**config.mk**
```make
export PLATFORM = sky130hd
export DESIGN_NAME = argmax_sequencer
export DESIGN_NICKNAME = d
export VERILOG_FILES = /design/src/rtl/argmax_pkg.sv /design/src/rtl/argmax_fp_greater.sv /design/src/rtl/argmax_sequencer.sv
export SDC_FILE = /design/constraint.sdc
export NUM_CORES = 1
export LEC_CHECK = 0
export BUFFER_PORTS_ARGS = -buffer_cell sky130_fd_sc_hd__buf_2
export CELL_PAD_IN_SITES_DETAIL_PLACEMENT = 1
export CELL_PAD_IN_SITES_GLOBAL_PLACEMENT = 1
export CORE_UTILIZATION = 37
export CTS_CLUSTER_SIZE = 40
export DETAILED_ROUTE_END_ITERATION = 6
export GPL_ROUTABILITY_DRIVEN = 0
export PLACE_DENSITY_LB_ADDON = 0.25
export SYNTH_ARGS = -nofsm -noshare
export SYNTH_HDL_FRONTEND = slang
export SYNTH_SLANG_ARGS = --single-unit
```
**constraint.sdc**
```tcl
create_clock -name clk -period 2.5 [get_ports clk]
set_input_delay 0 -clock clk [delete_from_list [all_inputs] [get_ports clk]]
set_output_delay 0 -clock clk [all_outputs]
set_load 0.005 [all_outputs]
```
**src/rtl/argmax_pkg.sv**
```systemverilog
// Shared types and binary32 field constants for the argmax sequencer.
// Optional NaN handling is enabled by defining ARGMAX_NAN_CHECK_EN.
package argmax_pkg;

  typedef enum logic [1:0] {
    IDLE    = 2'd0,
    COLLECT = 2'd1,
    DONE    = 2'd2
  } state_e;

  localparam int unsigned DATA_WIDTH_DEF = 32;
  localparam int unsigned SIGN_W         = 1;
  localparam int unsigned EXP_W          = 8;
  localparam int unsigned MANT_W         = 23;
  localparam int unsigned FP_W           = SIGN_W + EXP_W + MANT_W;
  localparam int unsigned MAG_W          = EXP_W + MANT_W;

  // All-ones exponent with a non-zero mantissa.
  function automatic logic fp_is_nan(input logic [FP_W-1:0] x);
    return (x[MAG_W-1:MANT_W] == '1) && (x[MANT_W-1:0] != '0);
  endfunction

endpackage

```
**src/rtl/argmax_fp_greater.sv**
```systemverilog
// Strict greater-than on binary32 scores; +0 and -0 compare equal.
// With ARGMAX_NAN_CHECK_EN, NaN ranks below every other encoding.
module fp_greater
  import argmax_pkg::*;
(
  input  logic [FP_W-1:0] a,
  input  logic [FP_W-1:0] b,
  output logic            a_gt_b
);

  logic             sign_a;
  logic             sign_b;
  logic [MAG_W-1:0] mag_a;
  logic [MAG_W-1:0] mag_b;

  assign sign_a = a[FP_W-1];
  assign sign_b = b[FP_W-1];
  assign mag_a  = a[MAG_W-1:0];
  assign mag_b  = b[MAG_W-1:0];

  always_comb begin
    a_gt_b = 1'b0;
    if (sign_a != sign_b) begin
      // Opposite signs: positive wins unless both are zeros.
      a_gt_b = !sign_a && ((mag_a | mag_b) != '0);
    end else if (!sign_a) begin
      a_gt_b = mag_a > mag_b;
    end else begin
      a_gt_b = mag_a < mag_b;
    end
`ifdef ARGMAX_NAN_CHECK_EN
    if (fp_is_nan(a)) begin
      a_gt_b = 1'b0;
    end else if (fp_is_nan(b)) begin
      a_gt_b = 1'b1;
    end
`endif
  end

endmodule

```
**src/rtl/argmax_sequencer.sv**
```systemverilog
// Streams NUM_CLASSES binary32 scores and reports the index/value of the maximum.
// Define ARGMAX_NAN_CHECK_EN to exclude NaNs from winning and flag them on out_nan.
module argmax_sequencer
  import argmax_pkg::*;
#(
  parameter int unsigned DATA_WIDTH  = DATA_WIDTH_DEF,
  parameter int unsigned NUM_CLASSES = 10,
  parameter int unsigned IDX_W       = $clog2(NUM_CLASSES)
) (
  input  logic                  clk,
  input  logic                  rst_n,
  input  logic                  start,
  input  logic                  in_valid,
  input  logic [DATA_WIDTH-1:0] in_data,
  output logic                  in_ready,
  output logic                  out_valid,
  input  logic                  out_ready,
  output logic [IDX_W-1:0]      out_index,
  output logic [DATA_WIDTH-1:0] out_value,
  output logic                  out_nan,
  output logic                  busy
);

  localparam logic [IDX_W-1:0] LAST_IDX = IDX_W'(NUM_CLASSES - 1);

  state_e           state_q;
  state_e           state_d;
  logic [IDX_W-1:0] cnt_q;
  logic             accept;
  logic             begin_pass;
  logic             beat_gt;

  assign accept     = in_ready && in_valid;
  assign begin_pass = (state_q == IDLE) && start;

  fp_greater u_fp_greater (
    .a      (in_data),
    .b      (out_value),
    .a_gt_b (beat_gt)
  );

  // State register; status outputs are registered from the next state.
  always_ff @(posedge clk or negedge rst_n) begin
    if (!rst_n) begin
      state_q   <= IDLE;
      in_ready  <= 1'b0;
      out_valid <= 1'b0;
      busy      <= 1'b0;
    end else begin
      state_q   <= state_d;
      in_ready  <= (state_d == COLLECT);
      out_valid <= (state_d == DONE);
      busy      <= (state_d != IDLE);
    end
  end

  always_comb begin
    state_d = state_q;
    case (state_q)
      IDLE:    if (start) state_d = COLLECT;
      COLLECT: if (accept && (cnt_q == LAST_IDX)) state_d = DONE;
      DONE:    if (out_ready) state_d = IDLE;
      default: state_d = IDLE;
    endcase
  end

  // Running maximum; only strictly greater beats replace it, so ties keep the earlier index.
  always_ff @(posedge clk or negedge rst_n) begin
    if (!rst_n) begin
      cnt_q     <= '0;
      out_index <= '0;
      out_value <= '0;
    end else if (begin_pass) begin
      cnt_q     <= '0;
      out_index <= '0;
      out_value <= '0;
    end else if (accept) begin
      cnt_q <= (cnt_q == LAST_IDX) ? '0 : cnt_q + IDX_W'(1);
      if ((cnt_q == '0) || beat_gt) begin
        out_index <= cnt_q;
        out_value <= in_data;
      end
    end
  end

`ifdef ARGMAX_NAN_CHECK_EN
  always_ff @(posedge clk or negedge rst_n) begin
    if (!rst_n) begin
      out_nan <= 1'b0;
    end else if (begin_pass) begin
      out_nan <= 1'b0;
    end else if (accept && fp_is_nan(in_data)) begin
      out_nan <= 1'b1;
    end
  end
`else
  assign out_nan = 1'b0;
`endif

endmodule

```
==> out/qor.yml <==
leakage_uw: 0.00254
violations: "setup timing"
critPathKind: "reg -> reg"
synthCells: 326
grt_pass1_vias: 3292
synth_area_leaders: "dfrtp_1 (35%), ha_1 (25%), a22o_1 (9.5%)"
design_area_sq_um: 4660
powerDensity_nw_per_um2: 1070
path_max_fanout: 6
synth_nets: 428
crit_arrival_ps: 3150
portBuffers: 75
finalSetupTns_ps: -13290
placed_cells: 548
grtUsageMet1_pct: 29.8
synthArstFlopShare_pct: 100
grt_pass1_wl_mm: 16.8
finClkSkew_ps: 14.8
area_delta_synth_final_pct: 45.1
post-route-period-util_pct: 116
drtIter0Drc: 105
timing.rr.end: "out_value[19]"
busiest_layer: "met2"
hold_path_class: "in -> reg"
dpl_cell_area_sq_um: 4040
cap_violations: 0
grt_max_degree: 46
vias: 3044
yosys.area.top_type: "dfrtp_1"
end_kind: "flop"
cts_buffer_depth: 2
grtUsageMet2_pct: 45.0
fp.coreArea_sq_um: 8300
drc: 0
critPathCapture: "out_value[19]"
cp-start-kind: "flop"
synth-edff-count: 0
ctsHtreeMaxLevel: 2
worst-r2r-cell-count: 12
grt_usage_pct: 24.2
yosysUniqueCellTypes: 44
overflow: 0
worst_skew_pair.late_latency_ps: 310
met3_usage_pct: 2.79
die_h_microns: 95.2
routed_wl_mm: 11.1
rsz0062_at_grt: "yes"
rows: 33
io_pins: 77
cts_root_buf: "clkbuf_8"
slew_viol_final: 0
startpoint: "out_value[27]"
ant_nets: 0
final_nets: 592
dpl.hpwl_mm: 7.25
die_w_microns: 95.2
first_pass_iters: 4
status: "complete, but fails checks"
slew_headroom_pct: 25.8
setup_slack_ps: -406
hold_slack_ps: 6.39
cts_tree: "done"
viasPerCell: 5.11
antenna_found_initial: 0
r2r-start: "out_value[27]"
synth.top_cell.area_share_pct: 35.0
fmax_mhz: 344
synth_seq_cells: 45
holdPathStages: 3
peakVddDrop_mv: 0.447
n_antenna_cell: 0
synthTopCellsByCount: "inv_1 (74), ha_1 (65), dfrtp_1 (45), a22o_1 (35), nor2_1 (13)"
critPathRequiredTime_ps: 2740
period_needed_ps: 2910
postSynthAreaPerCell_sq_um: 9.86
tightest_slew_ps: 1110
rrSetupSlack_ps: -410
hp-start: "out_ready"
drive_above_1_share_pct: 32.6
final-instance-count-excl-fill: 596
synth_area_sq_um: 3210
cts_num_sinks: 45
ys.flop_type: "dfrtp_1"
yosys_warnings: 0
path_clk_slew_ps: 100
synth_most_common_cell: "inv_1"
fp.dieArea_sq_um: 9060
setup_viol: 36
start_util_pct: 38.7
hold_viol_final: 0
cts_inserted_buffers: 5
wl_per_cell_microns: 18.6
pre_cts_slack_ps: -390
synth-seq-area-share_pct: 35.0
## final cells by class
cell class / count / area, sq um
multi-input cells: 198 / 1850
fillers: 962 / 3640
clock inverters: 2 / 10.0
well taps: 105 / 131
clock buffers: 6 / 72.6
inverters: 74 / 278
repair buffers: 166 / 1190
flip-flops and latches: 45 / 1130
## worst max-delay path, cell delays in order, from the launching register on
cell and delay (ps):
dfrtp_1 420, inv_2 100, ha_4 200, or3_4 400
or3_4 360, nor3_4 200, o41ai_4 140, and3_4 200
buf_6 110, o32ai_4 240, buf_6 170, buf_8 120
a22o_1 160
## cells in the final DEF, fill, tap and decap left out, types with 9 or more instances in the layout
cell / instances
buf_4: 50
a22o_1: 35
nor2_1: 13
dlygate4sd3_1: 30
inv_1: 72
ha_1: 61
buf_2: 75
a21oi_1: 10
dfrtp_1: 45
buf_6: 9
## metal layers
metal,up-vias,routed length [microns]
met4,0,119
met1,1534,4750
met5,-,0
li1,1435,-
met3,12,353
met2,63,5870
## sequential cells by signal, indices dropped and copies added, names as in the netlist
name and flops:
out_value 32, cnt_q 4, out_index 4, state_q 2, busy 1, in_ready 1
out_valid 1
## kinds of logic (layout without fill, tap and decap cells)
group / after synthesis / count (layout) / share of synthesized area [%]
simple gates: 62 / 62 / 10.5
other cells: 1 / 1 / 0.117
flops: 45 / 45 / 35.0
fa+ha+maj: 65 / 65 / 25.3
buf+inv: 83 / 248 / 10.9
compound gates: 70 / 70 / 18.1
## worst min path at each step
stage	slack, ps	endpoint
after global placement	250	out_value[10]
after global routing	40	out_valid
after CTS	10	out_valid
after detailed placement	250	out_value[0]
after floorplan	-300	busy
final	6	out_valid
## report_power, final
group          switching (uW)  total (uW)  internal [uW]
clock                     281         476            195
sequential                245        1300           1060
combinational            1560        3210           1660
## timing repair
| item | 4_1_cts | 5_1_grt |
|---|---|---|
| setup buffers | 5 | 2 |
| pin swaps | 9 | 13 |
| gates cloned | 2 | 1 |
| resized for setup | 19 | 9 |
| endpoints found under the setup margin | 36 | 36 |
| endpoints found under the hold margin | 74 | 0 |
| hold buffers | 30 | 0 |
## through the flow
| step | utilization, % | power, uW |
|---|---|---|
| finish | 56.2 | 4990 |
| global route | 56.2 | 5380 |
| CTS | 55.0 | 4770 |
| detailed placement | 48.7 | 4010 |
| global placement | 48.7 | 3870 |
| floorplan | - | 2720 |
No activity file was read; power rests on OpenSTA's default activity.
